<file path="src/rtl/gato_pkg.sv">
// Shared definitions for the tic-tac-toe datapath: cell codes, controller
// state encoding and the winning-line codes also used by the checker.
package gato_pkg;

    localparam logic [1:0] CELDA_VACIA = 2'b00;
    localparam logic [1:0] CELDA_P1    = 2'b11;
    localparam logic [1:0] CELDA_P2    = 2'b01;

    localparam logic [3:0] TOTAL_CELDAS = 4'd9;

    typedef enum logic [1:0] {
        INICIO   = 2'd0,
        ESPERA   = 2'd1,
        VERIFICA = 2'd2,
        FIN      = 2'd3
    } estado_t;

    typedef enum logic [3:0] {
        LINEA_NINGUNA   = 4'd0,
        LINEA_FILA_SUP  = 4'd1,
        LINEA_FILA_MED  = 4'd2,
        LINEA_FILA_INF  = 4'd3,
        LINEA_COL_IZQ   = 4'd4,
        LINEA_COL_CEN   = 4'd5,
        LINEA_COL_DER   = 4'd6,
        LINEA_DIAG_PRIN = 4'd7,
        LINEA_DIAG_SEC  = 4'd8
    } linea_t;

    function automatic logic [1:0] codigo_jugador(input logic turno);
        return turno ? CELDA_P2 : CELDA_P1;
    endfunction

endpackage

</file>
<file path="src/rtl/controlador_tablero_gato_validador.sv">
// Combinational move legality check: position must be 1..9 and the target
// cell empty; produces a one-hot write enable for the selected cell.
module validador_movimiento
    import gato_pkg::*;
(
    input  logic [3:0]       mov_pos,
    input  logic [8:0][1:0]  celdas,
    output logic [8:0]       escribe,
    output logic             legal
);

    always_comb begin
        escribe = '0;
        legal   = 1'b0;
        for (int i = 0; i < 9; i++) begin
            if (mov_pos == 4'(i + 1) && celdas[i] == CELDA_VACIA) begin
                escribe[i] = 1'b1;
                legal      = 1'b1;
            end
        end
    end

endmodule

</file>
<file path="src/rtl/controlador_tablero_gato.sv">
// Board writer/controller: accepts moves, writes cells, alternates turns,
// requests verification and latches the game result until a new game.
module controlador_tablero_gato
    import gato_pkg::*;
#(
    parameter int VERIF_CICLOS = 2,
    parameter int TIEMPO_TURNO = 0,
    parameter int ANCHO_CONT   = 16
) (
    input  logic       clk,
    input  logic       rst_n,
    input  logic       nuevo_juego,
    input  logic       mov_valido,
    input  logic [3:0] mov_pos,
    output logic       mov_listo,
    output logic       mov_rechazado,
    input  logic       p1_win,
    input  logic       p2_win,
    input  logic       p1_tie,
    output logic [1:0] reg_c1,
    output logic [1:0] reg_c2,
    output logic [1:0] reg_c3,
    output logic [1:0] reg_c4,
    output logic [1:0] reg_c5,
    output logic [1:0] reg_c6,
    output logic [1:0] reg_c7,
    output logic [1:0] reg_c8,
    output logic [1:0] reg_c9,
    output logic       verifica_status,
    output logic       turno,
    output logic       juego_terminado,
    output logic [1:0] ganador,
    output logic       empate
);

    localparam int VW = (VERIF_CICLOS > 1) ? $clog2(VERIF_CICLOS) : 1;
    localparam logic [VW-1:0] ULTIMO_VERIF = VW'(VERIF_CICLOS - 1);
    localparam logic [ANCHO_CONT-1:0] LIMITE_TURNO =
        (TIEMPO_TURNO > 0) ? ANCHO_CONT'(TIEMPO_TURNO - 1) : '0;

    estado_t                estado;
    logic [8:0][1:0]        celdas;
    logic [3:0]             cuenta_mov;
    logic [ANCHO_CONT-1:0]  cont_turno;
    logic [VW-1:0]          cont_verif;
    logic [8:0]             escribe;
    logic                   legal;
    logic                   gana_actual;
    logic                   tablero_lleno;
    logic                   fin_empate;

    validador_movimiento u_validador (
        .mov_pos (mov_pos),
        .celdas  (celdas),
        .escribe (escribe),
        .legal   (legal)
    );

    // Only the moving player's win flag counts; the other one may be stale.
    assign gana_actual   = turno ? p2_win : p1_win;
    assign tablero_lleno = (cuenta_mov == TOTAL_CELDAS);
    // A full board ends the game whether or not the checker reported the tie.
    assign fin_empate    = (p1_tie && tablero_lleno) || tablero_lleno;

    assign reg_c1 = celdas[0];
    assign reg_c2 = celdas[1];
    assign reg_c3 = celdas[2];
    assign reg_c4 = celdas[3];
    assign reg_c5 = celdas[4];
    assign reg_c6 = celdas[5];
    assign reg_c7 = celdas[6];
    assign reg_c8 = celdas[7];
    assign reg_c9 = celdas[8];

    always_ff @(posedge clk or negedge rst_n) begin
        if (!rst_n) begin
            estado          <= INICIO;
            celdas          <= '0;
            cuenta_mov      <= '0;
            cont_turno      <= '0;
            cont_verif      <= '0;
            turno           <= 1'b0;
            mov_listo       <= 1'b0;
            mov_rechazado   <= 1'b0;
            verifica_status <= 1'b0;
            juego_terminado <= 1'b0;
            ganador         <= CELDA_VACIA;
            empate          <= 1'b0;
        end else begin
            mov_rechazado <= 1'b0;
            if (nuevo_juego) begin
                estado          <= INICIO;
                celdas          <= '0;
                cuenta_mov      <= '0;
                cont_turno      <= '0;
                cont_verif      <= '0;
                turno           <= 1'b0;
                mov_listo       <= 1'b0;
                verifica_status <= 1'b0;
                juego_terminado <= 1'b0;
                ganador         <= CELDA_VACIA;
                empate          <= 1'b0;
            end else begin
                case (estado)
                    INICIO: begin
                        celdas     <= '0;
                        cuenta_mov <= '0;
                        cont_turno <= '0;
                        mov_listo  <= 1'b1;
                        estado     <= ESPERA;
                    end
                    ESPERA: begin
                        if (mov_valido && mov_listo) begin
                            cont_turno <= '0;
                            if (legal) begin
                                for (int i = 0; i < 9; i++) begin
                                    if (escribe[i]) celdas[i] <= codigo_jugador(turno);
                                end
                                cuenta_mov      <= cuenta_mov + 4'd1;
                                mov_listo       <= 1'b0;
                                verifica_status <= 1'b1;
                                cont_verif      <= '0;
                                estado          <= VERIFICA;
                            end else begin
                                mov_rechazado <= 1'b1;
                            end
                        end else if (TIEMPO_TURNO > 0) begin
                            if (cont_turno == LIMITE_TURNO) begin
                                turno      <= ~turno;
                                cont_turno <= '0;
                            end else begin
                                cont_turno <= cont_turno + 1'b1;
                            end
                        end
                    end
                    VERIFICA: begin
                        if (cont_verif == ULTIMO_VERIF) begin
                            verifica_status <= 1'b0;
                            if (gana_actual) begin
                                juego_terminado <= 1'b1;
                                ganador         <= codigo_jugador(turno);
                                estado          <= FIN;
                            end else if (fin_empate) begin
                                juego_terminado <= 1'b1;
                                empate          <= 1'b1;
                                ganador         <= CELDA_VACIA;
                                estado          <= FIN;
                            end else begin
                                turno     <= ~turno;
                                mov_listo <= 1'b1;
                                estado    <= ESPERA;
                            end
                        end else begin
                            cont_verif <= cont_verif + 1'b1;
                        end
                    end
                    FIN: begin
                        mov_listo <= 1'b0;
                    end
                    default: estado <= INICIO;
                endcase
            end
        end
    end

endmodule
</file>
<file path="config.mk">
export PLATFORM = sky130hd
export DESIGN_NAME = controlador_tablero_gato
export DESIGN_NICKNAME = d
export VERILOG_FILES = /design/src/rtl/gato_pkg.sv /design/src/rtl/controlador_tablero_gato_validador.sv /design/src/rtl/controlador_tablero_gato.sv
export SDC_FILE = /design/constraint.sdc
export NUM_CORES = 1
export LEC_CHECK = 0
export CORE_MARGIN = 2
export CORE_UTILIZATION = 35
export DETAILED_ROUTE_END_ITERATION = 6
export GPL_TIMING_DRIVEN = 0
export PLACE_DENSITY = 0.65
export SYNTH_ARGS = -nofsm -noshare
export SYNTH_HDL_FRONTEND = slang
export SYNTH_SLANG_ARGS = --single-unit
</file>
<file path="constraint.sdc">
create_clock -name clk -period 2.2 [get_ports clk]
set_clock_uncertainty 0.2 [all_clocks]
set_input_delay 0.44 -clock clk [delete_from_list [all_inputs] [get_ports clk]]
set_output_delay 0.44 -clock clk [all_outputs]
set_load 0.05 [all_outputs]
</file>
# [After elaboration in Yosys (flattened, before gate mapping)]
# Index checks and enable logic that the tools add are counted.
[word_totals] ff_bits=33 in_bits=11 out_inout_bits=26 wordCells=178
[classes] n_addsub=2 eq_ne=29 mux=81 n_bitwise=1 reduce_logical=46
[op_table] cell="2-to-1 mux 18 bit" count=3
[op_table] cell="AND reduction 4 bit" count=13
[op_table] cell="2-to-1 mux 1 bit" count=48
[op_table] cell="2-to-1 mux 2 bit" count=21
[op_table] cell="inequality test 3 bit (second input constant)" count=14
[op_table] cell="case mux 18 bit (2 select lines)" count=1
[op_table] cell="zero test 2 bit" count=10
[op_table] cell="== test 4 x 3 -> 1 bit (second input constant)" count=4
[op_table] cell="== test 4 bit (second input constant)" count=3
[op_table] cell="2-to-1 mux 4 bit" count=3
[op_table] cell="logical AND 1 bit" count=11
[op_table] cell="AND reduction 3 bit" count=3
[op_table] cell="nonzero test 3 bit" count=3
[op_table] cell="== test 4 x 2 -> 1 bit (second input constant)" count=2
[op_table] cell="case mux 4 bit (2 select lines)" count=1
[op_table] cell="case mux 2 bit (3 select lines)" count=1
[op_table] cell="nonzero test 2 bit" count=3
[op_table] cell="AND reduction 5 bit" count=1
[op_table] cell="adder 4 x 1 -> 4 bit (second input constant)" count=1
[op_table] cell="== test 2 bit (second input constant)" count=2
[op_table] cell="== test 4 x 1 -> 1 bit (second input constant)" count=1
[op_table] cell="inequality test 2 bit (second input constant)" count=2
[op_table] cell="case mux 1 bit (2 select lines)" count=2
[op_table] cell="case mux 1 bit (4 select lines)" count=1
[op_table] cell="other kinds (5)" count=5

# [Depth between registers and ports, before layout]
[logic_depth] depth_word=15 depth_mapped=9 depth_no_buf=7

# [Hierarchy]
# A second synthesis with hierarchy kept.
[hier_totals] hier_cells=167 area_unflattened_um2=1726.7
[modules_own_cells] mod="controlador_tablero_gato" n_inst=1 cells_per_inst=147 area_each_um2=1534.0 seq_area_each_um2=825.8
[modules_own_cells] mod="validador_movimiento" n_inst=1 cells_per_inst=20 area_each_um2=192.7 seq_area_each_um2=0.0

# [Least setup slack after synthesis]
# Ideal clock, no wire load.
[synth_path] kind="reg-to-reg" startpoint="register celdas (netlist bit reg_c4[1])" endpoint="register mov_listo" setup_ns=0.124 arrival_time_ns=2.133 setup_slack_ns=-0.257 stages_incl_launch_ff=8 path_buffers=2 cell_sequence="dfrtp_1 -> or4_2 -> a21oi_1 -> or4_1 -> clkbuf_2 -> or2_1 -> buf_6 -> a211o_1"
[synth_between] elab_chain_cells=10
[synth_lines] element="from (decl)" line_no="controlador_tablero_gato.sv:42" text="logic [8:0][1:0] celdas;"
[synth_lines] element="from (signal, indexed assignment)" line_no="controlador_tablero_gato.sv:117" text="if (escribe[i]) celdas[i] <= codigo_jugador(turno);"
[synth_lines] element="zero test 2 bit" line_no="controlador_tablero_gato_validador.sv:16" text="if (mov_pos == 4'(i + 1) && celdas[i] == CELDA_VACIA) begin"
[synth_lines] element="logical AND 1 bit" line_no="controlador_tablero_gato_validador.sv:16"
[synth_lines] element="2-to-1 mux 1 bit (6 in a row)" line_no="controlador_tablero_gato_validador.sv:16"
[synth_lines] element="inequality test 3 bit (no line)"
[synth_lines] element="AND reduction 5 bit (no line)"
[synth_lines] element="to (signal assigned)" line_no="controlador_tablero_gato.sv:83" text="mov_listo <= 1'b0;"
[synth_lines] element="to (signal assigned)" line_no="controlador_tablero_gato.sv:98" text="mov_listo <= 1'b0;"
[synth_lines] element="to (signal assigned)" line_no="controlador_tablero_gato.sv:109" text="mov_listo <= 1'b1;"
[synth_lines] element="to (decl)" line_no="controlador_tablero_gato.sv:15" text="output logic mov_listo,"
# No other way between the ends.
# A chain may end at the register's enable or synchronous reset.

# [Worst setup path after layout]
[layout_path] startpoint="input mov_pos[3]" endpoint="register mov_listo"
[layout_between] elab_chain_cells=13 word_cells_on_any_way=29 classes_between="10 x eq/ne; 9 x mux; 10 x reduce/logical"
[layout_lines] element="from (decl)" line_no="controlador_tablero_gato.sv:14" text="input logic [3:0] mov_pos,"
[layout_lines] element="== test 4 x 1 -> 1 bit" line_no="controlador_tablero_gato_validador.sv:16"
[layout_lines] element="logical AND 1 bit" line_no="controlador_tablero_gato_validador.sv:16"
[layout_lines] element="2-to-1 mux 1 bit (8 in a row)" line_no="controlador_tablero_gato_validador.sv:16"
[layout_lines] element="2-to-1 mux 1 bit (*)" line_no="controlador_tablero_gato_validador.sv:16"
[layout_lines] element="inequality test 3 bit (no line) (*)"
[layout_lines] element="AND reduction 5 bit (no line) (*)"
# Every way passes the cells marked *; elsewhere a longest branch is shown, timed or not.

==> flow_summary_export.csv <==
group,metric,value,unit
run_status,status,"finished with violations",
run_status,violations,"setup timing",
logic_synthesis,syn-num-nets,190,
worst_setup_path,regToRegEndpoint,"mov_listo$_DFFE_PN0P_",
clock_network,cts.clk_slew.worst_paths,0.07,ns
clock_network,holdBufCountCts,0,
layout,postLayoutCellArea,2380,um2
worst_setup_path,crit_required,2.17,ns
worst_setup_path,setup.worst_path.class,"in -> reg",
die,dieArea,5420,um2
hold_path,hp-class,"in -> async",
logic_synthesis,synth-async-reset-ratio,100,%
sta,fin_ws,-0.0606,ns
clock_network,h-tree-depth,2,
worst_setup_path,rrSetupSlack,-0.04,ns
grt,grt_pass1_vias,1478,
die,fp-row-count,25,
sta,setup-violations-final,7,
grt,grt_max_degree,34,
logic_synthesis,synth-edff-count,0,
placed_design,port_buffers,35,
logic_synthesis,yosysWarnings,0,
placed_design,gp_congestion,0.835,
placed_design,post-place-cells,262,
logic_synthesis,synth_top_area_cell,"dfrtp_1",
routing,ant_nets,0,
sta,fin_hold_ws,0.00818,ns
power,p_leak,1.04,nW
sta,rsz0062_at_grt,"yes",
die,die_x,73.6,um
sta,worst_pin_slew,0.720,ns
grt,grt_pass1_wl,6.99,mm
clock_network,insertion_delay,0.28,ns
sta,fmax,0.442,GHz
routing,drt_iter0_drc,53,
clock_network,cts_tree,"built",
worst_setup_path,crit_path_max_fanout,5,
placed_design,dp_hpwl,2.97,mm
clock_network,cts.sinks,33,
routing,wl,4.24,mm
run,drv_cap,0,
routing,vias,1524,
logic_synthesis,netlist_top_cells_area,"dfrtp_1 (49%), nor2_1 (6.0%), a21oi_1 (5.3%)",
die,io_pins,37,
layout,fin_cells,279,
sta,min_period,2.26,ns
grt,grt_overflow_total,0,
logic_synthesis,synth_seq_cells,33,
routing,post_drt_via_cell_ratio,5.46,
layout,layout-drive-gt1-share,29.8,%
sta,finalCritPeriodShare,103,%
worst_setup_path,crit_start,"mov_pos[3]",
die,die-height,73.6,um
worst_setup_path,cp.arrival,2.23,ns
worst_setup_path,critical_path.startpoint_type,"input port",
logic_synthesis,ys.flop_type,"dfrtp_1",
routing,drc,0,
clock_network,cts_buffer_depth,2,
power,power_density,773,nW/um2
clock_network,clock-root-buffer,"clkbuf_8",
power,vdd_drop_max,0.400,mV
layout,finish.utilization,50.8,%
logic_synthesis,netlist_area,1700,um2
sta,finalHoldViolations,0,
sta,slew_headroom,52.0,%
layout,antennaDiodeCount,0,
sta,report.final.slew_viol_count,0,
grt,antenna_found_initial,0,
routing,wl_per_cell,15.2,um
worst_setup_path,crit_path_end,"mov_listo$_DFFE_PN0P_",
grt,groute.usage.overall,16.9,%
logic_synthesis,yosysUniqueCellTypes,42,
layout,nets,241,
logic_synthesis,syn_area_per_cell,9.80,um2
logic_synthesis,yosysSeqAreaShare,48.7,%
clock_network,numCtsBuffers,5,
worst_setup_path,reg2regPathDepth,8,
layout,area_delta_synth_final,40.5,%
logic_synthesis,synth_cells,173,
worst_setup_path,r2r_start,"estado[1]$_DFFE_PN0P_",
die,initial_core_util,36.1,%
die,core,4690,um2
worst_setup_path,end_kind,"flop",
placed_design,placed_area,2140,um2
logic_synthesis,yosys.area.top_type_share,48.7,%
routing,dr.pass1.iters,4,
-- critical path: stages --
cell and delay [ns]:
clkdlybuf4s15_1 0.25, or2_4 0.19, nor4_2 0.07, or4_1 0.52, buf_6 0.14, or2_4 0.25
buf_6 0.13, a211o_1 0.25
-- cells in the final DEF (no fill, tap or decap), types with 2 or more instances in the layout --
cell | netlist | layout
dfrtp_1 | 33 | 18
a21oi_1 | 18 | 18
nor3_1 | 3 | 3
buf_4 | 0 | 10
nand2b_1 | 3 | 2
o21ba_2 | 2 | 2
nor4_2 | 0 | 5
a22o_1 | 6 | 6
ha_1 | 6 | 5
or2_2 | 3 | 2
dlymetal6s2s_1 | 0 | 2
nand3_1 | 3 | 3
or4_4 | 0 | 2
or2b_4 | 0 | 2
o21ai_0 | 5 | 5
clkbuf_1 | 3 | 2
clkbuf_2 | 1 | 3
nor2_1 | 27 | 27
or2_4 | 0 | 2
nor2b_1 | 4 | 4
a32o_1 | 2 | 2
buf_6 | 1 | 3
o22ai_1 | 2 | 2
o211ai_1 | 2 | 2
clkbuf_8 | 0 | 5
nand2_1 | 7 | 6
inv_1 | 6 | 5
clkinv_2 | 0 | 2
a22o_2 | 4 | 4
dlygate4sd2_1 | 0 | 3
clkdlybuf4s50_1 | 0 | 26
dfrtp_2 | 0 | 15
nor3b_1 | 2 | 2
mux2i_1 | 2 | 2
-- metal layers --
| layer | vias up | track usage, % | share of wire (%) |
|---|---|---|---|
| li1 | 728 | - | - |
| met1 | 754 | 22.7 | 45 |
| met2 | 33 | 26.8 | 49 |
| met3 | 9 | 3.84 | 3.9 |
| met4 | 0 | 5.66 | 1.8 |
| met5 | - | 0 | 0 |
-- registers in the layout, summed over array words and instances, names as in the netlist --
register / flops
ganador: 2
reg_c7: 2
reg_c6: 2
estado: 2
verifica_status: 1
reg_c4: 2
juego_terminado: 1
cont_verif: 1
empate: 1
reg_c5: 2
cuenta_mov: 4
mov_listo: 1
mov_rechazado: 1
reg_c8: 2
reg_c3: 2
turno: 1
reg_c9: 2
reg_c2: 2
reg_c1: 2
-- per-stage QoR --
stage	power, W	TNS (ns)	worst slack (ns)
after floorplan	0.00112	-0.510	-0.0943
after global placement	0.00131	-22.03	-0.723
after detailed placement	0.00132	-14.07	-0.722
after CTS	0.00181	-3.36	-0.287
after global routing	0.00195	-0.585	-0.102
final	0.00184	-0.227	-0.0606
-- cell usage after synthesis (all sizes together) (2+ instances only) --
master / number
a21oi: 18
a22o: 10
a32o: 2
buf: 2
clkbuf: 4
dfrtp: 33
ha: 6
inv: 6
mux2i: 2
nand2: 7
nand2b: 3
nand3: 3
nor2: 27
nor2b: 4
nor3: 3
nor3b: 2
nor4: 7
o211ai: 2
o21ai: 5
o21ba: 2
o22ai: 2
or2: 4
or2b: 3
or4: 3
-- timing repair --
action	in CTS	in global routing
gates cloned	1	0
setup endpoints to repair	28	28
gates resized for setup	18	27
buffers inserted	6	3
endpoints found under the hold margin	0	0
pin swaps	3	4
-- final cells by class --
cell class              instances  area, um2
fillers                       444       2310
multi-input cells             128        911
flip-flops and latches         33        845
repair buffers                 45        415
clock buffers                   6       72.6
well taps                      54       67.6
plain buffers                   5       38.8
inverters                       6       22.5
clock inverters                 2       10.0
-- report_power, final --
part | total, W | switching [W] | internal [W]
Sequential | 0.000702 | 0.0000509 | 0.000651
Combinational | 0.000703 | 0.000415 | 0.000288
Clock | 0.000438 | 0.000219 | 0.000219
-- worst min-delay path by stage --
stage	start	endpoint	slack, ns	depth (start not counted)
2_1_floorplan	rst_n	cont_verif$_DFFE_PN0P_	-0.06	0
6_report	rst_n	reg_c6[0]$_DFFE_PN0P_	0.008	1
5_1_grt	rst_n	reg_c8[0]$_DFFE_PN0P_	0.08	1
3_5_place_dp	empate$_DFFE_PN0P_	empate$_DFFE_PN0P_	0.29	2
3_3_place_gp	empate$_DFFE_PN0P_	empate$_DFFE_PN0P_	0.28	2
4_1_cts	rst_n	juego_terminado$_DFFE_PN0P_	0.04	1
-- cell families after synthesis --
logic type,share of synthesized area (%)
simple gates,22.2
compound gates,19.7
flops,48.7
buf+inv,3.25
fa+ha+maj,4.43
mux,1.18
xor+xnor,0.517
(Power assumes the default switching activity.)
